File: config.mk
export PLATFORM = sky130hd
export DESIGN_NAME = axi4_wr_burst_adapter
export DESIGN_NICKNAME = d
export VERILOG_FILES = /design/src/rtl/axi4_wr_adapter_pkg.sv /design/src/rtl/aw_cmd_fifo.sv /design/src/rtl/axi4_wr_burst_adapter.sv
export SDC_FILE = /design/constraint.sdc
export NUM_CORES = 1
export LEC_CHECK = 0
export CAP_MARGIN = 20
export CELL_PAD_IN_SITES_DETAIL_PLACEMENT = 0
export CELL_PAD_IN_SITES_GLOBAL_PLACEMENT = 1
export CORE_MARGIN = 10
export CORE_UTILIZATION = 40
export CTS_BUF_LIST = sky130_fd_sc_hd__clkbuf_8 sky130_fd_sc_hd__clkbuf_16
export DETAILED_ROUTE_END_ITERATION = 16
export PLACE_DENSITY = 0.76
export SLEW_MARGIN = 5
export SYNTH_ARGS = -nofsm -noshare
export SYNTH_HDL_FRONTEND = slang
export SYNTH_SLANG_ARGS = --single-unit
File: constraint.sdc
create_clock -name SYS_CLK_I -period 2.6 [get_ports SYS_CLK_I]
set_clock_uncertainty 0.05 [all_clocks]
set_input_delay 0.39 -clock SYS_CLK_I [delete_from_list [all_inputs] [get_ports SYS_CLK_I]]
set_output_delay 0.39 -clock SYS_CLK_I [all_outputs]
set_load 0.005 [all_outputs]
File: src/rtl/axi4_wr_adapter_pkg.sv
// Shared types for the AXI4 write burst adapter.
// Burst FSM state encoding and B response codes.
package axi4_wr_adapter_pkg;

   typedef enum logic [2:0] {
      IDLE,
      REQ,
      DATA,
      WAIT_DONE,
      RESP
   } state_t;

   localparam logic [1:0] BRESP_OKAY   = 2'b00;
   localparam logic [1:0] BRESP_SLVERR = 2'b10;

endpackage

File: src/rtl/aw_cmd_fifo.sv
// AW command queue: synchronous FIFO with registered empty/ready
// and a first-word-fall-through head.
module aw_cmd_fifo #(
   parameter int WIDTH = 44,
   parameter int DEPTH = 4
) (
   input  logic             clk,
   input  logic             rst,
   input  logic             push,
   input  logic [WIDTH-1:0] din,
   input  logic             pop,
   output logic [WIDTH-1:0] head,
   output logic             empty,
   output logic             ready
);

   localparam int AW = $clog2(DEPTH);
   localparam logic [AW:0] FULL_CNT = (AW+1)'(DEPTH);

   logic [WIDTH-1:0] mem [DEPTH];
   logic [AW-1:0]    wp;
   logic [AW-1:0]    rp;
   logic [AW:0]      cnt;
   logic [AW:0]      cnt_nxt;
   logic             empty_q;
   logic             ready_q;

   always_comb begin
      cnt_nxt = cnt;
      if (push && !pop) begin
         cnt_nxt = cnt + (AW+1)'(1);
      end else if (pop && !push) begin
         cnt_nxt = cnt - (AW+1)'(1);
      end
   end

   always_ff @(posedge clk) begin
      if (push) begin
         mem[wp] <= din;
      end
   end

   // ready is held low through reset so no AW is taken while reset
   always_ff @(posedge clk) begin
      if (rst) begin
         wp      <= '0;
         rp      <= '0;
         cnt     <= '0;
         empty_q <= 1'b1;
         ready_q <= 1'b0;
      end else begin
         if (push) begin
            wp <= wp + AW'(1);
         end
         if (pop) begin
            rp <= rp + AW'(1);
         end
         cnt     <= cnt_nxt;
         empty_q <= (cnt_nxt == '0);
         ready_q <= (cnt_nxt != FULL_CNT);
      end
   end

   assign head  = mem[rp];
   assign empty = empty_q;
   assign ready = ready_q;

endmodule

File: src/rtl/axi4_wr_burst_adapter.sv
// AXI4 write-slave front end: queues AW commands, requests one burst
// at a time from the arbiter, gates W beats against AWLEN, returns B.
module axi4_wr_burst_adapter
   import axi4_wr_adapter_pkg::*;
#(
   parameter int AXI_DATA_WIDTH = 64,
   parameter int AXI_ADDR_WIDTH = 32,
   parameter int AXI_ID_WIDTH   = 4,
   parameter int AW_FIFO_DEPTH  = 4
) (
   input  logic                      SYS_CLK_I,
   input  logic                      RESET_I,
   input  logic [AXI_ID_WIDTH-1:0]   AWID_I,
   input  logic [AXI_ADDR_WIDTH-1:0] AWADDR_I,
   input  logic [7:0]                AWLEN_I,
   input  logic                      AWVALID_I,
   output logic                      AWREADY_O,
   input  logic [AXI_DATA_WIDTH-1:0] WDATA_I,
   input  logic                      WLAST_I,
   input  logic                      WVALID_I,
   output logic                      WREADY_O,
   output logic [AXI_ID_WIDTH-1:0]   BID_O,
   output logic [1:0]                BRESP_O,
   output logic                      BVALID_O,
   input  logic                      BREADY_I,
   output logic                      BUSER_O,
   output logic                      W_REQ_O,
   output logic [AXI_ADDR_WIDTH-1:0] W_START_ADDR_O,
   output logic [7:0]                W_BURST_SIZE_O,
   input  logic                      W_ACK_I,
   output logic [AXI_DATA_WIDTH-1:0] W_DATA_O,
   output logic                      W_DATA_VALID_O,
   input  logic                      W_DONE_I
);

   localparam int CW = AXI_ID_WIDTH + AXI_ADDR_WIDTH + 8;

   state_t state;
   state_t state_nxt;

   logic [CW-1:0]             head;
   logic                      fifo_empty;
   logic                      aw_rdy;
   logic                      aw_push;
   logic                      b_fire;
   logic                      beat;
   logic                      last;
   logic                      beat_err;
   logic                      done_in;
   logic                      w_req;
   logic                      w_rdy;
   logic                      b_vld;

   logic [7:0]                cnt;
   logic                      err_q;
   logic                      done_q;
   logic                      buser_q;
   logic [AXI_ID_WIDTH-1:0]   id_q;
   logic [AXI_ADDR_WIDTH-1:0] addr_q;
   logic [7:0]                size_q;
   logic [1:0]                bresp_q;

   aw_cmd_fifo #(
      .WIDTH (CW),
      .DEPTH (AW_FIFO_DEPTH)
   ) u_aw_fifo (
      .clk   (SYS_CLK_I),
      .rst   (RESET_I),
      .push  (aw_push),
      .din   ({AWID_I, AWADDR_I, AWLEN_I}),
      .pop   (b_fire),
      .head  (head),
      .empty (fifo_empty),
      .ready (aw_rdy)
   );

   assign aw_push  = AWVALID_I & aw_rdy;
   assign beat     = WVALID_I & w_rdy;
   assign last     = (cnt == size_q);
   assign beat_err = beat & (WLAST_I != last);
   assign done_in  = W_DONE_I & ((state == DATA) | (state == WAIT_DONE));
   assign b_fire   = b_vld & BREADY_I;

   always_ff @(posedge SYS_CLK_I) begin
      if (RESET_I) begin
         state <= IDLE;
      end else begin
         state <= state_nxt;
      end
   end

   always_comb begin
      state_nxt = state;
      w_req     = 1'b0;
      w_rdy     = 1'b0;
      b_vld     = 1'b0;
      unique case (state)
         IDLE: begin
            if (!fifo_empty) state_nxt = REQ;
         end
         REQ: begin
            w_req = 1'b1;
            if (W_ACK_I) state_nxt = DATA;
         end
         DATA: begin
            w_rdy = 1'b1;
            if (beat && last) begin
               state_nxt = (done_q || W_DONE_I) ? RESP : WAIT_DONE;
            end
         end
         WAIT_DONE: begin
            if (done_q || W_DONE_I) state_nxt = RESP;
         end
         RESP: begin
            b_vld = 1'b1;
            if (BREADY_I) state_nxt = IDLE;
         end
         default: state_nxt = IDLE;
      endcase
   end

   // A WLAST mismatch on the final beat must still reach BRESP
   always_ff @(posedge SYS_CLK_I) begin
      if (RESET_I) begin
         cnt     <= '0;
         err_q   <= 1'b0;
         done_q  <= 1'b0;
         buser_q <= 1'b0;
         id_q    <= '0;
         addr_q  <= '0;
         size_q  <= '0;
         bresp_q <= BRESP_OKAY;
      end else begin
         buser_q <= done_in;
         if (state == IDLE && !fifo_empty) begin
            {id_q, addr_q, size_q} <= head;
         end
         if (beat) begin
            cnt <= last ? 8'd0 : cnt + 8'd1;
         end
         if (beat_err) begin
            err_q <= 1'b1;
         end
         if (done_in) begin
            done_q <= 1'b1;
         end
         if (state_nxt == RESP && state != RESP) begin
            bresp_q <= (err_q || beat_err) ? BRESP_SLVERR : BRESP_OKAY;
         end
         if (b_fire) begin
            err_q  <= 1'b0;
            done_q <= 1'b0;
         end
      end
   end

   assign AWREADY_O      = aw_rdy;
   assign WREADY_O       = w_rdy;
   assign W_REQ_O        = w_req;
   assign BVALID_O       = b_vld;
   assign BID_O          = id_q;
   assign BRESP_O        = bresp_q;
   assign BUSER_O        = buser_q;
   assign W_START_ADDR_O = addr_q;
   assign W_BURST_SIZE_O = size_q;
   assign W_DATA_O       = WDATA_I;
   assign W_DATA_VALID_O = beat;

endmodule
== Yosys cells after proc, flatten, opt, wreduce, memory -nomap -nowiden ==
Memories as Yosys holds them, arrays and structs flattened. A register that Yosys moved wholly into a read port is not among the register bits.
Index checks and enable logic that the tools add are counted.

* $add $sub $neg: 5
* Equal/unequal tests: 9
* Mux-type cells: 16
* Bitwise logic cells: 6
* Reductions and logical operators: 13

{| class="wikitable"
|+ Operator list
! operator !! count
|-
| $mux 3 || 8
|-
| $pmux 3 s5 || 1
|-
| $add 8x1->8 const B || 1
|-
| $eq 8x8->1 || 1
|-
| $mux 8 || 1
|-
| $eq 3x2->1 const B || 2
|-
| $eq 3x3->1 const B || 2
|-
| $logic_not 3->1 || 2
|-
| $ne 3x3->1 const B || 2
|-
| $and 1x1->1 || 5
|-
| $logic_and 1x1->1 || 5
|-
| $mux 1 || 5
|-
| $add 2x1->2 const B || 2
|-
| $add 3x1->3 const B || 1
|-
| $eq 3x1->1 const B || 1
|-
| $logic_not 1->1 || 3
|-
| $sub 3x1->3 const B || 1
|-
| $logic_or 1x1->1 || 2
|-
| $mux 2 || 1
|-
| $reduce_or 2->1 || 1
|-
| $ne 1x1->1 || 1
|-
| $or 1x1->1 || 1
|}

* Flip-flop bits (word level): 25
* Bits in writable memories: 176
* Bits of input ports: 116
* Output and inout bits: 116
* Word-level logic and storage cells: 61
* Memories kept: 1

{| class="wikitable"
|+ Memory list
! memory !! depth !! width !! read ports !! clocked after Yosys merged registers in !! write ports !! line !! RTL
|-
| u_aw_fifo.mem || 4 || 44 || 1 || 1 || 1 || aw_cmd_fifo.sv:20 || <nowiki>logic [WIDTH-1:0] mem [DEPTH];</nowiki>
|}

== Logic depth before layout (Yosys ltp) ==
Gate-level depths: netlist (run 1).

* Depth after elaboration: 8
* Gate-level depth with buffers: 8
* Depth with buffers taken out: 7

== Hierarchy ==
Synthesis (run 1) repeated with hierarchy kept, for this count alone.

* Cell total of the unflattened synthesis: 650
* Area, all modules: 9,932.0 um2

{| class="wikitable"
|+ Modules (own cells, without submodules)
! module !! instances !! cells each !! area each (um2) !! sequential area each (um2)
|-
| aw_cmd_fifo || 1 || 291 || 6,967.9 || 5,505.3
|-
| axi4_wr_burst_adapter || 1 || 359 || 2,964.1 || 1,181.1
|}

== Least setup slack after synthesis (run 1) ==
Ideal clock, no wire load.

* Path type: register to register
* Start: register u_aw_fifo.wp[0]
* End: memory u_aw_fifo.mem[2][0], enable pin
* Setup time: 0.406 ns
* Data arrival time: 1.653 ns
* Required time: 2.144 ns
* Slack: 0.491 ns
* Stages on the path, launching flop included: 4
* Path buffers: 0
* Clock period less this slack: 2.109 ns
* Path through: dfxtp_1 -> inv_1 -> ha_1 -> and3_1

{| class="wikitable"
|+ RTL lines
! element !! line !! RTL
|-
| start: declaration || aw_cmd_fifo.sv:21 || <nowiki>logic [AW-1:0] wp;</nowiki>
|-
| start signal: assignment || aw_cmd_fifo.sv:53 || <nowiki>wp <= wp + AW'(1);</nowiki>
|-
| end: declaration || aw_cmd_fifo.sv:20 ||
|}

No word-level cell before the write port.

== Worst setup path in the final report (run 1) ==
* Start: register state[2]
* End: output port BVALID_O

* Longest elaborated chain between the ends: 2

{| class="wikitable"
|+ Ends and longest elaborated chain
! element !! line !! RTL
|-
| start: declaration || axi4_wr_burst_adapter.sv:38 || <nowiki>state_t state;</nowiki>
|-
| start signal: assignment || axi4_wr_burst_adapter.sv:88 || <nowiki>state <= state_nxt;</nowiki>
|-
| $eq 3x3->1 || axi4_wr_burst_adapter.sv:97 || <nowiki>unique case (state)</nowiki>
|-
| $mux 1 || axi4_wr_burst_adapter.sv:97 ||
|-
| end: declaration || axi4_wr_burst_adapter.sv:24 || <nowiki>output logic BVALID_O,</nowiki>
|}

No other way between the ends.

==> flow_summary.toml, run 1 <==
[run_status]
run_status = "complete, no violations"

[synth]
netlist_top_cells_area = "sky130_fd_sc_hd__edfxtp_1 (55%), sky130_fd_sc_hd__dfxtp_1 (14%), sky130_fd_sc_hd__mux4_2 (10%), sky130_fd_sc_hd__buf_4 (5.1%), sky130_fd_sc_hd__nand2_1 (3.8%)"
syn_area_per_cell_um2 = 15.06
synthesis.instances = 642
syn_area_mm2 = 0.009671
most_used_standard_cell_by_instance_count_after_synthesis = "sky130_fd_sc_hd__edfxtp_1"
synth.distinct_cells = 45
synth_seq_area_share_pct = 68.73
postSynth.asyncResetShare_pct = 0
synth_area_leader = "sky130_fd_sc_hd__edfxtp_1"
net_count_after_synthesis = 765
post_synth_edffs = 176
warnings_from_yosys = 0
synth_top_cells_by_count = "sky130_fd_sc_hd__edfxtp_1 (176), sky130_fd_sc_hd__nand2_1 (99), sky130_fd_sc_hd__dfxtp_1 (68), sky130_fd_sc_hd__buf_4 (66), sky130_fd_sc_hd__a21oi_1 (48)"
ys_ff_latch = 244
yosysTopAreaCellShare_pct = 54.65
synth-main-ff-cell = "sky130_fd_sc_hd__edfxtp_1"

[critical_path]
crit_path_max_incr_delay_ns = 0.57
critPathMaxFanout = 8
critical_path.cell_chain = "inv_1 > nor3_1 > clkdlybuf4s50_1"
endpoint_kind = "output pin"
criticalPathCategory = "register to output pin"
critical_path.slowest_cell = "sky130_fd_sc_hd__clkdlybuf4s50_1"
crit_path_start_kind = "register"
timing.critical_path.required_ns = 2.16
worst-endpoint-arrival_ns = 2.06

[final_layout]
number_of_inserted_filler_cells_in_the_final_layout = 1986
postLayoutCoreUtil_pct = 49.07
area_growth_pct = 19.81
stdcell_area_mm2 = 0.01159
final_nets = 818
layoutNonFillerInstCount = 1034
layout-drive-gt1-share_pct = 16.55

[clock_tree]
cts.htree.levels = 1
library_cell_used_as_clock_root_buffer = "sky130_fd_sc_hd__clkbuf_16"
clk_path_buf_depth = 3
clock-sinks = 244
clock_tree_from_tritoncts = "yes"
cts_made_buffers = 25
clock_latency_ns = 0.51
clk_transition_reported_paths_ns = 0.06

[drt]
postRouteAntennaNets = 0
drc = 0
drt_iter0_drc = 390
avgRoutedWirePerCell_um = 21.75
detail_route.first_pass.iterations = 4
wl_um = 22490
routed_via_density = 5.093
num_vias = 5266

[timing]
postLayoutSetupSlackWorst_ns = 0.09599
grt_setup_unrepaired = "false"
worst_slew_margin_rel_pct = 61.45
post_layout_minimum_cycle_time_ns = 2.504
tightest_slew_ns = 0.5783
fin_setup_tns_ns = 0
finalMaxSlewViolations = 0
layout_worst_path_cycle_share_pct = 96.31
fmax_mhz = 399.4
hold_viol_final = 0
timing.final.setup_violations = 0
timing.hold.ws_ns = 0.2451

[die]
die-height_um = 175.5
fp.dieArea_mm2 = 0.03080
core.rowCount = 56
design.core.area_mm2 = 0.02361
i_o_pin_cnt = 232
initial_utilization_pct = 40.95
dieWidth_um = 175.5

[global_route]
grt_antenna_before_repair = 2
grt_pass1_wl_um = 33420
gr-usage-all-layers_pct = 14.05
grt_overflow = 0
grt_start_max_net_pins = 45
grt_pass1_vias = 5488

[worst_hold_path]
hold_path_class = "primary input to register"

[placed_design]
portBuffers = 102
routabilityCongestion = 0.7246
standard_cell_area_after_detailed_placement_mm2 = 0.01073
estimated_wirelength_of_the_detail_placed_design_um = 15100
post-place-cells = 985
detailedPlace.worstSlack_ns = 0.2212

[pwr]
leak_nw = 3.808
post-layout-total-power_mw = 9.647
pwr_density_cell_mw_per_mm2 = 832.7
peakVddDrop_mv = 0.5952

[run]
max-cap-violations = 0
[kinds of logic after synthesis]
group,Yosys count,share of synthesized area (%)
XOR/XNOR,21,1.902
AO/OA/AOI/OAI,62,3.726
AND/OR/NAND/NOR,157,7.349
buffers and inverters,104,6.896
other,1,0.03878
multiplexers,46,10.45
flip-flops,244,68.73
adder cells (fa/ha/maj),7,0.9056
[layout by cell type, fill, tap and decap left out, types with 2 or more instances in the layout]
cell                              instances
sky130_fd_sc_hd__or2_1                    2
sky130_fd_sc_hd__dfxtp_1                 65
sky130_fd_sc_hd__and2_1                   2
sky130_fd_sc_hd__xnor2_1                 10
sky130_fd_sc_hd__buf_12                  10
sky130_fd_sc_hd__clkinv_2                 4
sky130_fd_sc_hd__xor2_1                  11
sky130_fd_sc_hd__a211oi_1                 2
sky130_fd_sc_hd__mux2i_1                  2
sky130_fd_sc_hd__a311oi_1                 2
sky130_fd_sc_hd__o211ai_1                 2
sky130_fd_sc_hd__diode_2                  2
sky130_fd_sc_hd__clkbuf_16               25
sky130_fd_sc_hd__edfxtp_1               176
sky130_fd_sc_hd__nand3_1                  3
sky130_fd_sc_hd__clkdlybuf4s50_1        101
sky130_fd_sc_hd__nand4_1                  2
sky130_fd_sc_hd__nor2_1                  23
sky130_fd_sc_hd__dfxtp_2                  2
sky130_fd_sc_hd__inv_1                   14
sky130_fd_sc_hd__ha_1                     7
sky130_fd_sc_hd__and3_2                   4
sky130_fd_sc_hd__buf_4                   10
sky130_fd_sc_hd__bufinv_16                4
sky130_fd_sc_hd__mux4_2                  44
sky130_fd_sc_hd__a21oi_1                 48
sky130_fd_sc_hd__nand2b_1                 2
sky130_fd_sc_hd__nor2b_1                  2
sky130_fd_sc_hd__and3_1                   4
sky130_fd_sc_hd__nand2_1                 98
sky130_fd_sc_hd__clkinvlp_4               3
sky130_fd_sc_hd__nand3b_1                 2
sky130_fd_sc_hd__nor3_1                   4
[worst paths after layout]
kind	from	endpoint	slack [ns]	cells after the start
max reg2reg	state[0]$_SDFF_PP0_	state[1]$_SDFF_PP0_	0.56	7
max	state[2]$_SDFF_PP0_	BVALID_O	0.1	3
min reg2reg	W_START_ADDR_O[25]$_SDFFE_PP0P_	W_START_ADDR_O[25]$_SDFFE_PP0P_	0.40	2
min	RESET_I	u_aw_fifo.cnt[0]$_SDFF_PP0_	0.25	2
[per-layer routing]
layer	share of wire, %	GRT usage, %	vias up
li1	-	-	2396
met1	38	15.81	2615
met2	50	24.20	166
met3	8.1	4.311	89
met4	4.3	6.146	0
met5	0	0	-
[sequential cells by signal (all words and copies together), names as in the netlist]
| signal | cells |
|---|---|
| done_q | 1 |
| cnt | 8 |
| u_aw_fifo.empty | 1 |
| BID_O | 4 |
| u_aw_fifo.wp | 2 |
| state | 3 |
| BUSER_O | 1 |
| W_START_ADDR_O | 32 |
| err_q | 1 |
| u_aw_fifo.mem | 176 |
| BRESP_O | 1 |
| W_BURST_SIZE_O | 8 |
| u_aw_fifo.rp | 2 |
| u_aw_fifo.ready | 1 |
| u_aw_fifo.cnt | 3 |
[layout make-up]
| class | instances | area, um2 | share of cell area, % |
|---|---|---|---|
| flip-flops and latches | 244 | 6653 | 57.42 |
| multi-input cells | 294 | 2374 | 20.49 |
| repair buffers | 122 | 1291 | 11.14 |
| clock buffers | 25 | 625.6 | 5.400 |
| well taps | 319 | 399.1 | 3.445 |
| clock inverters | 20 | 209.0 | 1.803 |
| inverters | 8 | 30.03 | 0.2592 |
| diodes | 2 | 5.005 | 0.04320 |
[critical path: cells and delay by family, from the launching register on]
family,cells,cell delay [ns]
flip-flops,1,0.56
AND/OR/NAND/NOR,1,0.31
buffers and inverters,2,0.68
[what timing repair did]
item	CTS	global route
endpoints found under the hold margin	0	0
pin swaps	1	0
buffers inserted	2	0
endpoints found under the setup margin	1	1
hold buffers	0	0
resized for setup	0	1
[power breakdown]
part           switching (mW)  internal [mW]  leakage [nW]  total, mW
clock network            1.44           2.15         0.424       3.59
registers               0.192           4.50          2.16       4.70
logic                   0.704          0.659          1.23       1.36
total                    2.33           7.32          3.81       9.65
Note: power is estimated with default switching activity, not from simulation.
==> inputs of run 2 (changes only) <==
--- a/config.mk
+++ b/config.mk
@@ -13,6 +13,7 @@
 export CTS_BUF_LIST = sky130_fd_sc_hd__clkbuf_8 sky130_fd_sc_hd__clkbuf_16
 export DETAILED_ROUTE_END_ITERATION = 16
 export PLACE_DENSITY = 0.76
+export SKIP_CTS_REPAIR_TIMING = 1
 export SLEW_MARGIN = 5
 export SYNTH_ARGS = -nofsm -noshare
 export SYNTH_HDL_FRONTEND = slang
==> run 2 against run 1 <==
Net effect: critical path depth unchanged; via count about the same; total power about the same; setup slack improved by 0.0013 ns; critical endpoint unchanged; clock power about the same; global-route usage about the same; non-clock buffer count unchanged; worst hold slack improved by 0.0015 ns; largest cell class unchanged; final area unchanged; clock-buffer cell count unchanged.
==> flow_summary.toml, run 2 (synthesis results as in run 1) <==
[run_status]
run_status = "complete, no violations"

[placed_design]
detailedPlace.worstSlack_ns = 0.2212
standard_cell_area_after_detailed_placement_mm2 = 0.01073
estimated_wirelength_of_the_detail_placed_design_um = 15100
routabilityCongestion = 0.7246
portBuffers = 102

[clock_tree]
clk_transition_reported_paths_ns = 0.06
cts_made_buffers = 25
clock_latency_ns = 0.51
clk_path_buf_depth = 3
cts.htree.levels = 1
library_cell_used_as_clock_root_buffer = "sky130_fd_sc_hd__clkbuf_16"
clock_tree_from_tritoncts = "yes"
clock-sinks = 244

[timing]
postLayoutSetupSlackWorst_ns = 0.09726
grt_setup_unrepaired = "false"
tightest_slew_ns = 0.5793
timing.final.setup_violations = 0
hold_viol_final = 0
worst_slew_margin_rel_pct = 61.38
finalMaxSlewViolations = 0
post_layout_minimum_cycle_time_ns = 2.503
layout_worst_path_cycle_share_pct = 96.26
fmax_mhz = 399.6

[critical_path]
cp_top_family = "buffers and inverters"
critical_path.cell_chain = "inv_1 > nor3_1 > clkdlybuf4s50_1"
worst-endpoint-arrival_ns = 2.06
critPathMaxFanout = 8
timing.reg2reg.setup_slack_ns = 0.65
worst_r2r_path_depth = 6
critical_path.reg2reg.startpoint = "state[2]$_SDFF_PP0_"
worst_r2r_endpoint = "u_aw_fifo.ready$_SDFF_PP0_"
crit_path_start_kind = "register"
endpoint_kind = "output pin"
critical_path.slowest_cell = "sky130_fd_sc_hd__clkdlybuf4s50_1"
critical_path_cell_count = 3
timing.critical_path.required_ns = 2.16
criticalPathCategory = "register to output pin"
cp_num_buf_inv = 2
crit_path_max_incr_delay_ns = 0.57

[global_route]
grt_overflow = 0
grt_pass1_wl_um = 33330
grt_start_max_net_pins = 45
gr-usage-all-layers_pct = 14.01
grt_antenna_before_repair = 2
grt_pass1_vias = 5488

[die]
initial_utilization_pct = 40.95
i_o_pin_cnt = 232
core.rowCount = 56
design.core.area_mm2 = 0.02361
dieWidth_um = 175.5
fp.dieArea_mm2 = 0.03080
die-height_um = 175.5

[pwr]
pwr_density_cell_mw_per_mm2 = 832.4
peakVddDrop_mv = 0.5948
leak_nw = 3.808

[drt]
wl_um = 22420
detail_route.first_pass.iterations = 4
drt_iter0_drc = 367
avgRoutedWirePerCell_um = 21.69
num_vias = 5264
routed_via_density = 5.091
drc = 0
postRouteAntennaNets = 0

[final_layout]
layout-drive-gt1-share_pct = 16.55
final_nets = 818
registers.top_by_ff_count = "u_aw_fifo.mem"
stdcell_area_mm2 = 0.01159
mostFrequentLayoutCell = "sky130_fd_sc_hd__edfxtp_1"
area_growth_pct = 19.81
largest_register_ff_count = 176
mostFrequentLayoutCells = "sky130_fd_sc_hd__edfxtp_1 (176), sky130_fd_sc_hd__clkdlybuf4s50_1 (101), sky130_fd_sc_hd__nand2_1 (98), sky130_fd_sc_hd__dfxtp_1 (65), sky130_fd_sc_hd__a21oi_1 (48)"
number_of_inserted_filler_cells_in_the_final_layout = 1988

[worst_hold_path]
hold_path_end = "u_aw_fifo.cnt[0]$_SDFF_PP0_"
number_of_instances_on_the_worst_hold_path = 2
hold_path_class = "primary input to register"
worst_hold_start = "RESET_I"

[run]
max-cap-violations = 0
==> run 2: cell counts in the layout (fill, tap and decap cells not counted) <==
Identical to the previous run, type by type.
==> run 2: worst reg2reg max path: stages, from the launching register on <==
cell and delay [ns]:
sky130_fd_sc_hd__dfxtp_1 0.56, sky130_fd_sc_hd__nor4bb_1 0.34, sky130_fd_sc_hd__buf_4 0.25, sky130_fd_sc_hd__or2_1 0.16, sky130_fd_sc_hd__o21ai_1 0.06, sky130_fd_sc_hd__a211oi_1 0.30, sky130_fd_sc_hd__o21bai_1 0.16
==> run 2: how the worst max path moves through the flow <==
stage	startpoint	endpoint	slack, ns
final	state[2]$_SDFF_PP0_	BVALID_O	0.1
after global routing	state[2]$_SDFF_PP0_	BVALID_O	0.02
after CTS	state[1]$_SDFF_PP0_	W_DATA_VALID_O	-0.18
after detailed placement	WVALID_I	W_DATA_VALID_O	0.22
after global placement	WVALID_I	W_DATA_VALID_O	0.22
after floorplan	u_aw_fifo.wp[0]$_SDFFE_PP0P_	u_aw_fifo.mem[2][0]$_DFFE_PP_	0.49
==> run 2: report_power, final <==
part	internal (mW)	switching [mW]	leakage (nW)
sequential	4.50	0.192	2.16
combinational	0.659	0.702	1.23
clock	2.15	1.43	0.424
total	7.32	2.33	3.81
==> run 2: metrics by stage <==
step                      TNS, ns  power, mW  utilization (%)  cells  hold WS [ns]
final                           0      9.644            49.07   1034        0.2467
after global routing            0      10.07            49.05   1032        0.2525
after CTS                 -0.1783      9.768            48.98   1030        0.2351
after detailed placement        0      6.165            45.44    985        0.3998
after global placement          0      6.112            45.44    985        0.3950
after floorplan                 0      5.488                -    642        0.3854
==> run 2: area by class of cell <==
cell class / count / area, um2 / area share, %
flip-flops and latches: 244 / 6653 / 57.42
multi-input cells: 294 / 2374 / 20.49
repair buffers: 122 / 1291 / 11.14
clock buffers: 25 / 625.6 / 5.400
well taps: 319 / 399.1 / 3.445
clock inverters: 20 / 209.0 / 1.803
inverters: 8 / 30.03 / 0.2592
diodes: 2 / 5.005 / 0.04320
==> run 2: per-layer routing <==
layer / track usage (%) / part of all wire, %
met3: 4.311 / 8.8
met4: 6.570 / 4.7
met2: 23.89 / 50
met1: 15.78 / 37
met5: 0 / 0
==> inputs of run 3 (changes only) <==
--- a/config.mk
+++ b/config.mk
@@ -5,7 +5,7 @@
 export SDC_FILE = /design/constraint.sdc
 export NUM_CORES = 1
 export LEC_CHECK = 0
-export CAP_MARGIN = 20
+export ABC_AREA = 0
 export CELL_PAD_IN_SITES_DETAIL_PLACEMENT = 0
 export CELL_PAD_IN_SITES_GLOBAL_PLACEMENT = 1
 export CORE_MARGIN = 10
@@ -13,6 +13,7 @@
 export CTS_BUF_LIST = sky130_fd_sc_hd__clkbuf_8 sky130_fd_sc_hd__clkbuf_16
 export DETAILED_ROUTE_END_ITERATION = 16
 export PLACE_DENSITY = 0.76
+export REMOVE_ABC_BUFFERS = 1
 export SKIP_CTS_REPAIR_TIMING = 1
 export SLEW_MARGIN = 5
 export SYNTH_ARGS = -nofsm -noshare
==> run 3 against run 2 <==
Net effect: global-route usage is 1.3 points higher; critical path type unchanged; worst hold slack better by 0.055 ns; routed wire length is 7.5% higher; total power is 3.1% lower; maximum frequency is 3.6% higher; sequential power hardly changed; final area is 1.1% lower; register-to-register slack better by 0.05 ns.
==> flow_summary.toml, run 3 (synthesis results as in run 1) <==
[drt]
num_vias = 5286
avgRoutedWirePerCell_um = 23.42
drc = 0
wl_um = 24100
drt_iter0_drc = 493
routed_via_density = 5.137
detail_route.first_pass.iterations = 4
postRouteAntennaNets = 0

[critical_path]
cp_num_buf_inv = 1
timing.critical_path.required_ns = 2.16
crit_path_max_incr_delay_ns = 0.58
cp_top_family = "buffers and inverters"
critical_path.slowest_cell = "sky130_fd_sc_hd__clkdlybuf4s50_1"
worst-endpoint-arrival_ns = 1.98
critPathMaxFanout = 12
criticalPathCategory = "register to output pin"
endpoint_kind = "output pin"
timing.reg2reg.setup_slack_ns = 0.70
crit_path_start_kind = "register"
critical_path.cell_chain = "nor4bb_4 > clkdlybuf4s50_1"

[timing]
tightest_slew_ns = 0.6013
layout_worst_path_cycle_share_pct = 92.94
timing.final.setup_violations = 0
hold_viol_final = 0
post_layout_minimum_cycle_time_ns = 2.416
postLayoutSetupSlackWorst_ns = 0.1837
finalMaxSlewViolations = 0
fmax_mhz = 413.8
worst_slew_margin_rel_pct = 59.91
grt_setup_unrepaired = "false"

[die]
i_o_pin_cnt = 232
design.core.area_mm2 = 0.02361
die-height_um = 175.5
core.rowCount = 56
initial_utilization_pct = 40.95
fp.dieArea_mm2 = 0.03080
dieWidth_um = 175.5

[clock_tree]
clk_path_buf_depth = 3
clock_tree_from_tritoncts = "yes"
cts.htree.levels = 1
clock-sinks = 244
library_cell_used_as_clock_root_buffer = "sky130_fd_sc_hd__clkbuf_16"
clock_latency_ns = 0.51
cts_made_buffers = 25
clk_transition_reported_paths_ns = 0.06

[run_status]
run_status = "complete, no violations"

[final_layout]
largest_register_ff_count = 176
registers.top_by_ff_count = "u_aw_fifo.mem"
area_growth_pct = 18.46
layout-drive-gt1-share_pct = 15.92
antenna-diode-count = 0
number_of_inserted_filler_cells_in_the_final_layout = 1993
mostFrequentLayoutCell = "sky130_fd_sc_hd__edfxtp_1"
postLayoutCoreUtil_pct = 48.52
mostFrequentLayoutCells = "sky130_fd_sc_hd__edfxtp_1 (176), sky130_fd_sc_hd__clkdlybuf4s50_1 (101), sky130_fd_sc_hd__nand2_1 (98), sky130_fd_sc_hd__dfxtp_1 (65), sky130_fd_sc_hd__a21oi_1 (48)"
final_nets = 815

[pwr]
peakVddDrop_mv = 0.5171
pwr_density_cell_mw_per_mm2 = 815.9
leak_nw = 3.777

[placed_design]
routabilityCongestion = 0.8208
portBuffers = 102
estimated_wirelength_of_the_detail_placed_design_um = 16130
detailedPlace.worstSlack_ns = 0.4061

[global_route]
gr-usage-all-layers_pct = 15.28
grt_overflow = 0
grt_pass1_wl_um = 35890
grt_antenna_before_repair = 0
grt_start_max_net_pins = 46
grt_pass1_vias = 5512

[run]
max-cap-violations = 0

[worst_hold_path]
hold_path_class = "primary input to register"
==> run 3: cell count changes in the layout (fill, tap and decap cells not counted) <==
cell                         before  now
sky130_fd_sc_hd__buf_12          10    7
sky130_fd_sc_hd__bufinv_16        4    1
sky130_fd_sc_hd__clkbuf_8         0    3
sky130_fd_sc_hd__clkinv_2         4    6
sky130_fd_sc_hd__clkinv_4         1    0
sky130_fd_sc_hd__clkinvlp_4       3    0
sky130_fd_sc_hd__diode_2          2    0
sky130_fd_sc_hd__inv_1           14   16
sky130_fd_sc_hd__inv_6            0    1
sky130_fd_sc_hd__inv_8            1    0
==> run 3: area by class of cell <==
type	count	area (um2)	share of cell area, %
clock buffer	28	666.9	5.821
clock inverter	17	102.6	0.8956
inverter	8	30.03	0.2621
multi-input combinational	294	2374	20.72
sequential	244	6653	58.07
tap	319	399.1	3.484
timing repair buffer	119	1231	10.75
==> run 3: metal layers <==
metal | GRT usage (%) | part of all wire (%) | wire, um
met2 | 20.40 | 40 | 9652
met5 | 4.651 | 0.58 | 139
met1 | 20.57 | 45 | 10790
met4 | 2.932 | 1.5 | 352
met3 | 9.007 | 13 | 3160
==> run 3: worst paths after layout <==
path / from / end / cells past startpoint
max: state[1]$_SDFF_PP0_ / W_DATA_VALID_O / 2
max reg2reg: state[1]$_SDFF_PP0_ / cnt[5]$_SDFFE_PP0P_ / 6
min reg2reg: W_START_ADDR_O[26]$_SDFFE_PP0P_ / W_START_ADDR_O[26]$_SDFFE_PP0P_ / 2
min: RESET_I / BUSER_O$_SDFF_PP0_ / 2
==> run 3: stage by stage <==
step                area, um2  total power [mW]  cells  setup TNS, ns  hold WS (ns)
floorplan                9034             5.365    546         -13.95        0.3854
global placement        10690             6.093    984              0        0.3948
detailed placement      10690             6.142    984              0        0.3992
CTS                     11450             9.467   1029      -0.005831        0.2765
global route            11460             9.755   1029              0        0.3054
finish                  11460             9.347   1029              0        0.3020
==> run 3: where the power goes <==
part	leakage (nW)	switching [mW]	internal (mW)
Clock	0.416	1.39	1.93
Combinational	1.20	0.697	0.645
Sequential	2.16	0.183	4.50
Total	3.78	2.27	7.08
